--- config.mk ---
export PLATFORM = sky130hd
export DESIGN_NAME = fetch_queue_flat
export DESIGN_NICKNAME = d
export VERILOG_FILES = /design/src/rtl/fetch_queue_if.sv /design/src/rtl/fetch_queue.sv /design/src/flat_wrapper.sv
export SDC_FILE = /design/constraint.sdc
export NUM_CORES = 1
export LEC_CHECK = 0
export CAP_MARGIN = 40
export CORE_MARGIN = 2
export CORE_UTILIZATION = 55
export CTS_BUF_LIST = sky130_fd_sc_hd__clkbuf_4 sky130_fd_sc_hd__clkbuf_8 sky130_fd_sc_hd__clkbuf_16
export CTS_CLUSTER_SIZE = 28
export DETAILED_ROUTE_END_ITERATION = 10
export GPL_TIMING_DRIVEN = 0
export HOLD_SLACK_MARGIN = 0.02
export PLACE_DENSITY = 0.78
export SLEW_MARGIN = 5
export SYNTH_ARGS = -nofsm -noshare
export SYNTH_HDL_FRONTEND = slang
export SYNTH_SLANG_ARGS = --single-unit
export TNS_END_PERCENT = 50
--- constraint.sdc ---
create_clock -name clock -period 14.5 [get_ports clock]
set_input_delay 2.9 -clock clock [delete_from_list [all_inputs] [get_ports clock]]
set_output_delay 2.9 -clock clock [all_outputs]
set_load 0.1 [all_outputs]
--- src/rtl/fetch_queue_if.sv ---
// fetch_queue_if: groups the fetch front-end signals into one bundle.
//   request  : req_valid/req_ready/req_addr        (fetch unit -> memory)
//   response : rsp_valid/rsp_data/rsp_err          (memory -> fetch unit, in order)
//   output   : out_valid/out_ready/out_instr/out_pc/out_fault (fetch unit -> decode)
//   redirect : redirect_valid/redirect_pc          (core -> fetch unit)
//   status   : empty/full
// The master modport is the fetch unit; the slave modport is its environment.
interface fetch_queue_if;
  logic        req_valid;
  logic        req_ready;
  logic [31:0] req_addr;
  logic        rsp_valid;
  logic [31:0] rsp_data;
  logic        rsp_err;
  logic        out_valid;
  logic        out_ready;
  logic [31:0] out_instr;
  logic [31:0] out_pc;
  logic        out_fault;
  logic        redirect_valid;
  logic [31:0] redirect_pc;
  logic        empty;
  logic        full;

  modport master (
    output req_valid, req_addr,
    input  req_ready,
    input  rsp_valid, rsp_data, rsp_err,
    output out_valid, out_instr, out_pc, out_fault,
    input  out_ready,
    input  redirect_valid, redirect_pc,
    output empty, full
  );

  modport slave (
    input  req_valid, req_addr,
    output req_ready,
    output rsp_valid, rsp_data, rsp_err,
    input  out_valid, out_instr, out_pc, out_fault,
    output out_ready,
    output redirect_valid, redirect_pc,
    input  empty, full
  );
endinterface

--- src/rtl/fetch_queue.sv ---
// fetch_queue: decoupled instruction-fetch front end. Issues in-order fetch
// requests (at most MAX_OUTSTANDING in flight), buffers the returned
// instructions with their PCs in a DEPTH-entry queue and hands them to decode
// over a valid/ready handshake. A redirect flushes the queue, restarts fetch at
// the new PC and drops every response still in flight.
// Ports:
//   clock : rising-edge clock
//   reset : asynchronous, active-high
//   fq    : fetch_queue_if.master (request, response, output, redirect, status)
// Option macro FETCH_QUEUE_BYPASS_EN: when defined, a response arriving at an
// empty queue is presented on out_* in the same cycle (and not written if it is
// consumed immediately). Undefined: out_* is driven from the queue only.
module fetch_queue #(
  parameter int          DEPTH           = 4,
  parameter int          MAX_OUTSTANDING = 2,
  parameter logic [31:0] RESET_PC        = 32'h8000_0000
) (
  input  logic          clock,
  input  logic          reset,
  fetch_queue_if.master fq
);
  localparam int PW = (DEPTH > 1) ? $clog2(DEPTH) : 1;
  localparam int CW = $clog2(DEPTH + 1);
  localparam int SW = CW + 1;

  typedef struct packed {
    logic [31:0] instr;
    logic [31:0] pc;
    logic        fault;
  } entry_t;

  logic [31:0]   fpc_q, fpc_d, rpc_q, rpc_d;
  logic [CW-1:0] outs_q, outs_d, drop_q, drop_d, occ_q, occ_d;
  logic [PW-1:0] rd_q, rd_d, wr_q, wr_d;
  entry_t        mem_q [DEPTH];
  entry_t        mem_d [DEPTH];

  logic          req_fire, rsp_keep, push, pop, show_valid;
  logic [SW-1:0] credit_sum;
  entry_t        rsp_entry, show;

  always_comb begin
    // Credit check: every issued request owns a queue slot, so a response can
    // never find the queue full.
    credit_sum   = {1'b0, occ_q} + {1'b0, outs_q};
    fq.req_valid = !reset && !fq.redirect_valid &&
                   (outs_q < CW'(MAX_OUTSTANDING)) && (credit_sum < SW'(DEPTH));
    fq.req_addr  = fpc_q;
    req_fire     = fq.req_valid && fq.req_ready;

    // A response arriving during a redirect is stale, as is any counted in drop_q.
    rsp_keep  = fq.rsp_valid && (drop_q == '0) && !fq.redirect_valid;
    rsp_entry = '{instr: fq.rsp_data, pc: rpc_q, fault: fq.rsp_err};

    show       = mem_q[rd_q];
    show_valid = (occ_q != '0);
    pop        = show_valid && fq.out_ready && !fq.redirect_valid;
    push       = rsp_keep;
`ifdef FETCH_QUEUE_BYPASS_EN
    if ((occ_q == '0) && rsp_keep) begin
      show       = rsp_entry;
      show_valid = 1'b1;
      // Consumed straight from the response: never enters the queue.
      push       = !fq.out_ready;
    end
`endif

    fq.out_valid = show_valid;
    fq.out_instr = show_valid ? show.instr : '0;
    fq.out_pc    = show_valid ? show.pc    : '0;
    fq.out_fault = show_valid ? show.fault : 1'b0;
    fq.empty     = (occ_q == '0);
    fq.full      = (occ_q == CW'(DEPTH));

    outs_d = outs_q + CW'(req_fire) - CW'(fq.rsp_valid);
    mem_d  = mem_q;
    if (fq.redirect_valid) begin
      fpc_d  = fq.redirect_pc & ~32'd3;
      rpc_d  = fq.redirect_pc & ~32'd3;
      // Everything still in flight after this cycle belongs to the old path.
      drop_d = outs_d;
      occ_d  = '0;
      rd_d   = '0;
      wr_d   = '0;
    end else begin
      fpc_d  = req_fire ? fpc_q + 32'd4 : fpc_q;
      rpc_d  = rsp_keep ? rpc_q + 32'd4 : rpc_q;
      drop_d = (fq.rsp_valid && (drop_q != '0)) ? drop_q - 1'b1 : drop_q;
      occ_d  = occ_q + CW'(push) - CW'(pop);
      rd_d   = pop  ? rd_q + 1'b1 : rd_q;
      wr_d   = push ? wr_q + 1'b1 : wr_q;
      if (push) mem_d[wr_q] = rsp_entry;
    end
  end

  always_ff @(posedge clock or posedge reset) begin
    if (reset) begin
      fpc_q  <= RESET_PC;
      rpc_q  <= RESET_PC;
      outs_q <= '0;
      drop_q <= '0;
      occ_q  <= '0;
      rd_q   <= '0;
      wr_q   <= '0;
      for (int i = 0; i < DEPTH; i++) mem_q[i] <= '0;
    end else begin
      fpc_q  <= fpc_d;
      rpc_q  <= rpc_d;
      outs_q <= outs_d;
      drop_q <= drop_d;
      occ_q  <= occ_d;
      rd_q   <= rd_d;
      wr_q   <= wr_d;
      mem_q  <= mem_d;
    end
  end
endmodule

--- src/flat_wrapper.sv ---
// flat-port wrapper written by rule: the top's interface ports become plain ports
module fetch_queue_flat 
#(
  parameter int          DEPTH           = 4,
  parameter int          MAX_OUTSTANDING = 2,
  parameter logic [31:0] RESET_PC        = 32'h8000_0000
)
  (clock, reset, fq_req_valid, fq_req_addr, fq_req_ready, fq_rsp_valid, fq_rsp_data, fq_rsp_err, fq_out_valid, fq_out_instr, fq_out_pc, fq_out_fault, fq_out_ready, fq_redirect_valid, fq_redirect_pc, fq_empty, fq_full);
  fetch_queue_if fq_i ();
  input  logic clock;
  input  logic reset;
  output wire logic [$bits(fq_i.req_valid)-1:0] fq_req_valid;
  output wire logic [$bits(fq_i.req_addr)-1:0] fq_req_addr;
  input wire logic [$bits(fq_i.req_ready)-1:0] fq_req_ready;
  input wire logic [$bits(fq_i.rsp_valid)-1:0] fq_rsp_valid;
  input wire logic [$bits(fq_i.rsp_data)-1:0] fq_rsp_data;
  input wire logic [$bits(fq_i.rsp_err)-1:0] fq_rsp_err;
  output wire logic [$bits(fq_i.out_valid)-1:0] fq_out_valid;
  output wire logic [$bits(fq_i.out_instr)-1:0] fq_out_instr;
  output wire logic [$bits(fq_i.out_pc)-1:0] fq_out_pc;
  output wire logic [$bits(fq_i.out_fault)-1:0] fq_out_fault;
  input wire logic [$bits(fq_i.out_ready)-1:0] fq_out_ready;
  input wire logic [$bits(fq_i.redirect_valid)-1:0] fq_redirect_valid;
  input wire logic [$bits(fq_i.redirect_pc)-1:0] fq_redirect_pc;
  output wire logic [$bits(fq_i.empty)-1:0] fq_empty;
  output wire logic [$bits(fq_i.full)-1:0] fq_full;
  assign fq_req_valid = fq_i.req_valid;
  assign fq_req_addr = fq_i.req_addr;
  assign fq_i.req_ready = fq_req_ready;
  assign fq_i.rsp_valid = fq_rsp_valid;
  assign fq_i.rsp_data = fq_rsp_data;
  assign fq_i.rsp_err = fq_rsp_err;
  assign fq_out_valid = fq_i.out_valid;
  assign fq_out_instr = fq_i.out_instr;
  assign fq_out_pc = fq_i.out_pc;
  assign fq_out_fault = fq_i.out_fault;
  assign fq_i.out_ready = fq_out_ready;
  assign fq_i.redirect_valid = fq_redirect_valid;
  assign fq_i.redirect_pc = fq_redirect_pc;
  assign fq_empty = fq_i.empty;
  assign fq_full = fq_i.full;
  fetch_queue #(.DEPTH(DEPTH), .MAX_OUTSTANDING(MAX_OUTSTANDING), .RESET_PC(RESET_PC)) u_core (.clock(clock), .reset(reset), .fq(fq_i));
endmodule
# Yosys cells after proc, flatten, opt, wreduce, memory -nomap -nowiden
# Index checks and enable logic that the tools add are counted.
[word_totals]
inputBits = 71
ff_bits = 337
word_cells = 79
out_inout_bits = 101
[classes]
bitwise = 3
order_cmp = 5
muxes = 20
n_reduce_logical = 21
n_addsub = 10
n_eq_ne = 1
[op_table]
columns = ["op", "count"]
rows = [
  ["$bwmux 260", 1],
  ["$mux 65", 3],
  ["$mux 32", 6],
  ["$bmux 65 s2", 1],
  ["$demux 65 s2", 1],
  ["$add 32x3->32 const B", 2],
  ["$logic_and 1x1->1", 10],
  ["$mux 3", 3],
  ["$mux 2", 4],
  ["$reduce_bool 2->1", 4],
  ["$add 3x1->3", 2],
  ["$ge 3x3->1 const B", 2],
  ["$logic_not 3->1", 2],
  ["$not 2->3", 2],
  ["$reduce_bool 3->1", 2],
  ["$sub 3x1->3", 2],
  ["$add 2x1->2 const B", 2],
  ["$add 3x3->4", 1],
  ["$lt 4x3->1 const B", 1],
  ["$eq 3x3->1 const B", 1],
  ["$lt 3x1->1 const B", 1],
  ["$lt 3x2->1 const B", 1],
  ["$sub 3x1->3 const B", 1],
  ["$logic_not 1->1", 2],
  ["3 further kinds", 3],
]

# Logic depth before layout (Yosys ltp)
# Gate-level depths: netlist of the first run.
[logic_depth]
ltp_word = 8
mapped_depth = 13
mapped_depth_nobuf = 11

# Worst setup path before layout of the first run
# No wires, ideal clock.
[synth_timing]
kind = "input to output"
start = "in fq_redirect_valid"
end = "out fq_req_valid"
path_buffers = 1
arrival_time_ns = 3.965
path_slack_ns = 7.635
t_required_ns = 11.600
path_stages = 3
path_cell_list = "buf_2 > nor2_1 > and3_1"
[synth_between]
elab_chain_cells = 4
[synth_rtl]
columns = ["element", "line", "text"]
rows = [
  ["from (decl)", "flat_wrapper.sv:23", "input wire logic [$bits(fq_i.redirect_valid)-1:0] fq_redirect_valid;"],
  ["$logic_not 1->1", "fetch_queue.sv:46", "fq.req_valid = !reset && !fq.redirect_valid &&"],
  ["$logic_and 1x1->1 (2 in a row)", "fetch_queue.sv:46", ""],
  ["$logic_and 1x1->1", "fetch_queue.sv:47", "(outs_q < CW'(MAX_OUTSTANDING)) && (credit_sum < SW'(DEPTH));"],
  ["to (decl)", "flat_wrapper.sv:12", "output wire logic [$bits(fq_i.req_valid)-1:0] fq_req_valid;"],
]
# Every way passes these cells.

# Final worst setup path of the first run
[layout_timing]
start = "in reset"
end = "out fq_req_valid"
[layout_between]
elab_chain_cells = 4
[layout_rtl]
columns = ["element", "line", "text"]
rows = [
  ["from (decl)", "flat_wrapper.sv:11", "input logic reset;"],
  ["$logic_not 1->1", "fetch_queue.sv:46", ""],
  ["$logic_and 1x1->1 (2 in a row)", "fetch_queue.sv:46", ""],
  ["$logic_and 1x1->1", "fetch_queue.sv:47", ""],
]
# Every way passes these cells.

==> results of run 1 <==
[Yosys cell counts (all sizes together)]
library cell | instances | area (um^2)
xnor2 | 7 | 61.3
o211ai | 11 | 82.6
a41o | 1 | 10.0
conb | 1 | 3.75
nand2 | 60 | 225
and2 | 67 | 419
and3 | 7 | 45.1
a21oi | 13 | 65.1
mux4 | 63 | 1420
nand3 | 40 | 218
a31oi | 5 | 31.3
nor2 | 27 | 104
a21boi | 1 | 7.51
fa | 2 | 40.0
dfrtp | 323 | 8080
buf | 47 | 245
nand2b | 1 | 6.26
o311ai | 10 | 87.6
nand3b | 3 | 35.0
mux2i | 3 | 30.0
nand4b | 1 | 8.76
nor4b | 1 | 8.76
nand4 | 27 | 175
dfstp | 2 | 52.6
ha | 15 | 188
a221o | 1 | 10.0
o21ai | 47 | 235
xor2 | 31 | 272
mux2 | 254 | 2860
nor3b | 1 | 7.51
or3 | 7 | 43.8
clkbuf | 32 | 123
nor2b | 1 | 6.26
and4 | 2 | 17.5
a211oi | 1 | 7.51
or4 | 1 | 7.51
o31a | 1 | 8.76
nor4 | 4 | 55.1
inv | 25 | 93.8
nor3 | 8 | 40.0
[registers in the layout, summed over array words and instances (netlist names)]
name                count
u_core.mem_q          252
u_core.fq.req_addr     30
u_core.rpc_q           30
u_core.drop_q           3
u_core.occ_q            3
u_core.outs_q           3
u_core.rd_q             2
u_core.wr_q             2
[logic make-up (layout without fill, tap and decap cells)]
family,Yosys count,in the layout,synth area share (%)
adders and majority gates,17,17,1.48
buffers and inverters,104,430,2.99
AOI/OAI and AO/OA,91,91,3.53
other,1,4,0.0243
and+or+nand+nor,258,258,9.21
xor gates and xnor gates,38,38,2.16
muxes,320,320,27.9
DFF,325,325,52.7
[worst max-delay path, cell delays in order]
cell             delay (ns)
clkdlybuf4s50_1        0.53
nor2_1                 0.17
and3_1                 0.17
clkdlybuf4s50_1        0.52
buf_8                  0.21
[power breakdown]
| part | leakage [nW] | switching [mW] | internal, mW | total, mW |
|---|---|---|---|---|
| Combinational | 4.39 | 1.10 | 0.834 | 1.93 |
| Clock | 0.597 | 0.356 | 0.563 | 0.919 |
| Sequential | 4.28 | 0.136 | 1.12 | 1.26 |
[worst paths after layout]
check,endpoint,slack [ns],cells after the start
hold reg to reg,u_core.mem_q[65],0.50,1
setup / recovery,fq_req_valid,7.11,5
min in group asynchronous,u_core.fq.req_addr[7],2.79,2
setup reg to reg,u_core.drop_q[2],10.82,12
hold / removal,u_core.mem_q[65],0.50,1
max in group asynchronous,u_core.mem_q[233],10.04,5
[metal layers]
metal	share of wire [%]	vias to the layer above	wire, um
met5	0	-	0
met4	2.7	0	1020
met3	5.6	88	2100
met2	50	410	18400
met1	42	5538	15700
li1	-	4793	-
[cell type report]
type                    count  area share (%)
repair buffers            265            16.1
flip-flops and latches    325            39.9
clock inverters            11           0.662
plain buffers              79            1.80
well taps                 378            2.32
clock buffers              50            5.20
inverters                  25           0.497
multi-input cells         728            33.6
[per-stage QoR]
stage	TNS (ns)	setup WS (ns)	instance area, um^2	total power [mW]	utilization (%)
CTS	0	7.11	20400	4.14	73.7
detailed placement	0	7.14	19200	3.21	69.3
global placement	-354.29	-1.12	17600	2.84	63.4
finish	0	7.11	20400	4.11	73.7
global route	0	7.04	20400	4.28	73.7
floorplan	0	2.61	15400	2.50	-
==> impl_metrics.ini, run 1 <==
[run_status]
status = finished clean

[grt]
grtUsageMet1_pct = 35.3
use_met3_pct = 4.23
antenna_found_initial = 0
grt_first_pass_wirelength_um = 60100
globalRoute.totalOverflow = 0
grt.busiest_layer = met2
first_global_vias = 11400
grt_max_degree = 110
use_met2_pct = 43.9
grt_usage_pct = 26.2

[routing]
wl_per_cell_um = 20.0
drt_iter0_drc = 764
totalWireLength_um = 37200
vias = 10800
first_pass_iters = 5
drc_errors = 0
ant_nets = 0
vias_per_cell = 5.82

[power_and_ir_drop]
power.leakage_nw = 9.26
irDropWorstVdd_mv = 0.125
power.density_nw_per_um2 = 201

[floorplan]
initial_core_util_pct = 55.7
die_y_um = 172
coreArea_um2 = 27700
rows = 61
die_area_um2 = 29400
die_x_um = 172
io_pins = 172

[clock_tree]
cts_inserted_buffers = 35
htree_levels = 2
post_cts_resized = 0
tritoncts = done
clk_pin_slew_ns = 0.06
cts-hold-fix-buffers = 0
clk_path_buf_depth = 3
cts_root_buf = clkbuf_16
clk_latency_ns = 0.51
postCtsSetupBuffers = 0
cts_sinks = 325

[cells_and_area]
multi_input_area_um2 = 6850
register_area_um2 = 8140
nets = 1547
final_common_cell = dfrtp_1
n_antenna_cell = 0
final_cell_mix = dfrtp_1, mux2_2, clkdlybuf4s50_1, buf_8, and2_1
fin_cells = 1861
layout-drive-gt1-share_pct = 36.3
area_delta_synth_final_pct = 32.2
fillers = 1723

[job]
cap_violations = 0

[sta]
slew_headroom_pct = 49.2
fmax_mhz = 135
report.final.hold_viol_count = 0
rsz0062_at_grt = no
setup_violations = 0
period_share_pct = 51.0
fin_hold_ws_ns = 0.497
slew_viol_final = 0
worst_pin_slew_ns = 0.763
fin_skew_ns = 0.0142
fin_crit_ns = 7.39

[setup_path]
cp.required_ns = 11.60
cp-start-kind = input port
worstSetupEndpointType = output pin
worstPathArrival_ns = 4.49
path_max_fanout = 2
crit_type = input port to output pin
reg2reg_from = u_core.occ_q[1]
crit_start = reset

[placed_design]
port_buffers = 164
hpwl_um = 25700
placedCellCount = 1800
routabilityCongestion = 0.891

[yosys]
yosysWarnings = 0
syn_avg_cell_area_um2 = 13.4
synth_seq_cells = 325
synth_cell_types = 51
synthesis.area_um2 = 15400
netlist_instances = 1154
yosysSeqAreaShare_pct = 52.7

[min_path]
min_from = u_core.mem_q[65]
hold_path_class = register to register
No activity file was read; power rests on OpenSTA's default activity.
==> run 2, diff against run 1 <==
Clock period 14.5 ns to 7.08 ns, I/O delays scaled along.
==> run 2 against run 1 <==
Effect of this change: final cell count rose by 0.32%; register-to-register slack got worse by 7.4 ns; count of clock-buffer cells in the layout up 4.
==> impl_metrics.ini, run 2 (synthesis gave the netlist of run 1 again) <==
[sta]
setup_violations = 0
timing.final.ws_setup_ns = 2.41
period_share_pct = 66.0
fin_skew_ns = 0.0234
rsz0062_at_grt = no
slew_headroom_pct = 47.0
fmax_mhz = 214
worst_pin_slew_ns = 0.784
fin_crit_ns = 4.67
slew_viol_final = 0
report.final.hold_viol_count = 0

[setup_path]
cp_num_buf_inv = 4
worstSetupEndpointType = output pin
cpMaxStageDelayCell = buf_1
critical-path-max-stage-delay_ns = 0.59
cp.required_ns = 5.66
path_max_fanout = 10
cp_top_family = buffers and inverters
crit_type = register to output pin
worstPathArrival_ns = 3.25
cp-start-kind = register
path_cells = clkbuf_1 > buf_1 > mux4_2 > and2_1 > clkdlybuf4s50_1 > buf_16

[grt]
globalRoute.totalOverflow = 0
grt_usage_pct = 26.5
antenna_found_initial = 0
grt_max_degree = 41
grt_first_pass_wirelength_um = 61000
first_global_vias = 11600

[placed_design]
pre_cts_ws_ns = 2.75
port_buffers = 164
hpwl_um = 26100
placed_area_um2 = 19300
routabilityCongestion = 0.917
placedCellCount = 1807

[routing]
vias_per_cell = 5.76
ant_nets = 0
totalWireLength_um = 37100
first_pass_iters = 7
drc_errors = 0
vias = 10700
drt_iter0_drc = 652
wl_per_cell_um = 19.9

[power_and_ir_drop]
swShare_pct = 38.6
combPwrFrac_pct = 47.3
seq_power_share_pct = 30.7
power_mw = 8.38
power.leakage_nw = 9.31
p_clk_share_pct = 22.0
switchingPower_mw = 3.23
p_int_mw = 5.15
irDropWorstVdd_mv = 0.249
power.density_nw_per_um2 = 409

[floorplan]
die_x_um = 172
coreArea_um2 = 27700
initial_core_util_pct = 55.7
die_area_um2 = 29400
io_pins = 172
die_y_um = 172
rows = 61

[cells_and_area]
fin_area_um2 = 20500
register_area_um2 = 8140
final_cell_mix = dfrtp_1, mux2_2, clkdlybuf4s50_1, buf_8, and2_1
n_antenna_cell = 0
largest-register = u_core.mem_q
multi_input_area_um2 = 6850
nets = 1554
fillers = 1753
fin_cells = 1867
final_common_cell = dfrtp_1
largest_register_ffs = 252
layout-drive-gt1-share_pct = 36.5
area_delta_synth_final_pct = 32.8
fin_util_pct = 74.0

[clock_tree]
htree_levels = 2
clk_latency_ns = 0.51
tritoncts = done
post_cts_resized = 0
cts_inserted_buffers = 35
clk_path_buf_depth = 3
clk_pin_slew_ns = 0.06
cts_root_buf = clkbuf_16
cts_sinks = 325
cts-hold-fix-buffers = 0
postCtsSetupBuffers = 0

[min_path]
hold_path_class = register to register

[run_status]
status = finished clean

[job]
cap_violations = 0
## run 2: changes by cell type in the layout (fill, tap and decap cells not counted), moves of 2 or more
cell,delta
buf_16,-3
buf_12,+9
bufinv_16,-2
clkinv_2,-2
clkbuf_8,+6
clkbuf_4,-2
## run 2: final cells by class
class	instances	share of cell area, %
flip-flops and latches	325	39.7
multi-input cells	728	33.4
repair buffers	272	16.5
clock buffers	54	5.50
well taps	378	2.31
plain buffers	79	1.79
inverters	25	0.476
clock inverters	6	0.281
## run 2: routing by layer
| metal | vias to the layer above | track usage, % | routed length (um) |
|---|---|---|---|
| li1 | 4800 | - | - |
| met1 | 5458 | 35.5 | 15600 |
| met2 | 395 | 44.6 | 18300 |
| met3 | 93 | 4.07 | 2070 |
| met4 | 0 | 8.99 | 1200 |
| met5 | - | 0 | 0 |
## run 2: power groups by stage
stage,Sequential (mW),Combinational (mW),Clock [mW]
5_1_grt,2.63,4.16,1.95
6_report,2.58,3.96,1.84
2_1_floorplan,2.66,2.46,0
3_5_place_dp,2.59,3.98,0
3_3_place_gp,2.57,3.25,0
4_1_cts,2.57,4.00,1.87
## run 2: worst paths after layout
check	start	endpoint	slack, ns	cells past startpoint
min in group asynchronous	reset	u_core.rpc_q[4]	1.29	2
max in group asynchronous	reset	u_core.mem_q[107]	4.65	6
worst min-delay path	u_core.mem_q[5]	u_core.mem_q[5]	0.50	1
worst max register to register	u_core.occ_q[2]	u_core.drop_q[2]	3.38	12
worst min register to register	u_core.mem_q[5]	u_core.mem_q[5]	0.50	1
worst max-delay path	u_core.rd_q[1]	fq_out_pc[15]	2.41	6
## run 2: per-stage QoR
| step | TNS, ns | hold WS (ns) |
|---|---|---|
| detailed placement | 0 | 0.487 |
| finish | 0 | 0.498 |
| floorplan | 0 | 0.474 |
| global placement | -243.97 | 0.481 |
| CTS | 0 | 0.500 |
| global route | 0 | 0.504 |
==> run 3, diff against run 2 <==
Clock period 7.08 ns to 4.33 ns, I/O delays scaled along.
==> results of run 3 <==
Same layout as run 2 (identical final DEF). Status: finished clean.
Main changes from that run: setup slack after placement 2.75 ns -> 0.721 ns; setup slack after layout 2.41 ns -> 0.211 ns; register-to-register setup slack 3.38 ns -> 0.63 ns; total power 8.38 mW -> 13.7 mW; worst IR drop on VDD 0.249 mV -> 0.406 mV
==> RTL edit (flow settings as in run 3) <==
`DEPTH` is set to 4 in 2 places; all go to 2.
--- a/src/rtl/fetch_queue.sv
+++ b/src/rtl/fetch_queue.sv
@@ -12,5 +12,5 @@
 // consumed immediately). Undefined: out_* is driven from the queue only.
 module fetch_queue #(
-  parameter int          DEPTH           = 4,
+  parameter int          DEPTH           = 2,
   parameter int          MAX_OUTSTANDING = 2,
   parameter logic [31:0] RESET_PC        = 32'h8000_0000
--- a/src/flat_wrapper.sv
+++ b/src/flat_wrapper.sv
@@ -2,5 +2,5 @@
 module fetch_queue_flat 
 #(
-  parameter int          DEPTH           = 4,
+  parameter int          DEPTH           = 2,
   parameter int          MAX_OUTSTANDING = 2,
   parameter logic [31:0] RESET_PC        = 32'h8000_0000
Behaviour: not the same (a bounded check fails within 4 cycles, from zero or initial values and one cycle with reset high).
==> RTL edit against run 3 <==
Synthesized area decreased by 38%; design area decreased by 33%; count of clock-buffer cells in the layout decreased by 36; largest power group unchanged; total power decreased by 36%; routed wire length decreased by 30%; sequential share of layout area decreased by 4.4 points; combinational power decreased by 33%; sequential cell count decreased by 131; first-iteration DRC count decreased by 40%; setup slack improved by 0.10 ns.
==> RTL edit: results <==
[synthesis]
async_reset_ff_frac = 1.00
ys_seq_area_frac = 0.511
yosys_warnings = 0
synth_area_leaders = "dfrtp_1 (51%), mux2_2 (16%), mux2i_1 (6.7%)"
synth_edf_count = 0
synth_commonest_cells = "dfrtp_1 (192), mux2_2 (131), nor2_1 (88), nand2_1 (65), mux2i_1 (64)"
yosys.cell_types.count = 52

[timing]
clock_skew_ns = 0.00979
max_slew.worst_pin.slew_ns = 0.859

[global_route]
grt_pass1_wl_um = 42200
grt_use_met1 = 0.375
met2_usage = 0.517
grt_max_degree = 40
grt_pass1_vias = 8143
grt_util_all_layers = 0.298
met3_usage = 0.0531

[power_and_ir_drop]
ir_worst_vdd_mv = 0.442
p_leak_nw = 5.76

[cts]
cts_resized = 0
worstSkewPairLatency_ns = 0.43
cts_buffer_depth = 2
htreeDepth = 4

[detailed_routing]
drt_first_pass_iters = 6
wl_per_cell_um = 19.0
vias = 7702
drtIter0Drc = 388

[setup_path]
startpoint = "u_core.rd_q"
critPathMaxStageDelay_ns = 0.62
cp.arrival_ns = 3.15
slowest_stage = "clkbuf_1"
worstSetupEndpoint = "fq_out_pc[11]"
reg2reg_to = "u_core.drop_q[1]"
regToRegSetupSlack_ns = 1.37

[final_layout]
diodes = 0
largest_reg_flops = 126
num-nets-final = 1213
fill_cells = 1001

[status]
status = "finished, final reports clean"

[placed_design]
place_congestion = 0.946
dp_hpwl_um = 19700
dpl_cell_area_um2 = 13200

[worst_hold_path]
hold_start = "u_core.mem_q[15]"
-- RTL edit: changes by cell type in the layout (fill, tap and decap cells not counted), sizes merged, moves of 34 or more --
| cell | change |
|---|---|
| mux4 | -63 |
| buf | -36 |
| mux2i | +61 |
| nor2 | +61 |
| and2 | -59 |
| mux2 | -123 |
| clkbuf | -34 |
| dfrtp | -131 |
-- RTL edit: cell type report --
class	instances	area, µm²	area share
buffer	50	225	0.0164
clock buffer	18	439	0.0319
clock inverter	13	176	0.0128
inverter	16	63.8	0.00463
multi-input combinational	587	4370	0.317
sequential	194	4860	0.353
tap	225	282	0.0204
timing repair buffer	268	3360	0.244
-- RTL edit: kinds of logic after synthesis --
group           after synthesis  synth area share
simple gates                261             0.136
mux                         195             0.223
flops                       194             0.511
compound gates               79            0.0516
buf+inv                      66            0.0300
xor+xnor                     40            0.0369
fa+ha+maj                     8            0.0113
other cells                   1          0.000395
-- RTL edit: worst min-delay path by stage --
stage | to | cells after the start
final | u_core.mem_q[15] | 2
after global routing | u_core.mem_q[22] | 1
after CTS | u_core.mem_q[15] | 2
after global placement | u_core.mem_q[15] | 2
after detailed placement | u_core.mem_q[15] | 2
after floorplan | u_core.mem_q[14] | 2
-- RTL edit: power by group --
group	total [mW]	internal (mW)	switching (mW)	leakage, nW
clock	1.63	0.933	0.695	0.292
sequential	2.87	2.45	0.418	2.41
combinational	4.31	1.78	2.52	3.06
total	8.80	5.17	3.64	5.76
-- RTL edit: routing by layer --
layer  share of wire  routed length [µm]
met1            0.41               10600
met2            0.50               13100
met3           0.063                1630
met4           0.029                 766
met5               0                   0
-- RTL edit: critical path, delay by kind of cell (launching register included) --
kind	cells	cell delay, ns
buffers and inverters	4	1.97
flip-flops	1	0.32
multiplexers	1	0.23
AND/OR/NAND/NOR	1	0.18
-- RTL edit: per-stage QoR --
step / worst slack [ns] / util / std cells / hold WS [ns]
after floorplan: -0.976 / - / 847 / 0.450
after global placement: -0.546 / 0.669 / 1237 / 0.462
after detailed placement: 0.392 / 0.768 / 1340 / 0.470
after CTS: 0.330 / 0.804 / 1371 / 0.485
after global routing: 0.164 / 0.804 / 1371 / 0.515
final: 0.311 / 0.804 / 1371 / 0.481
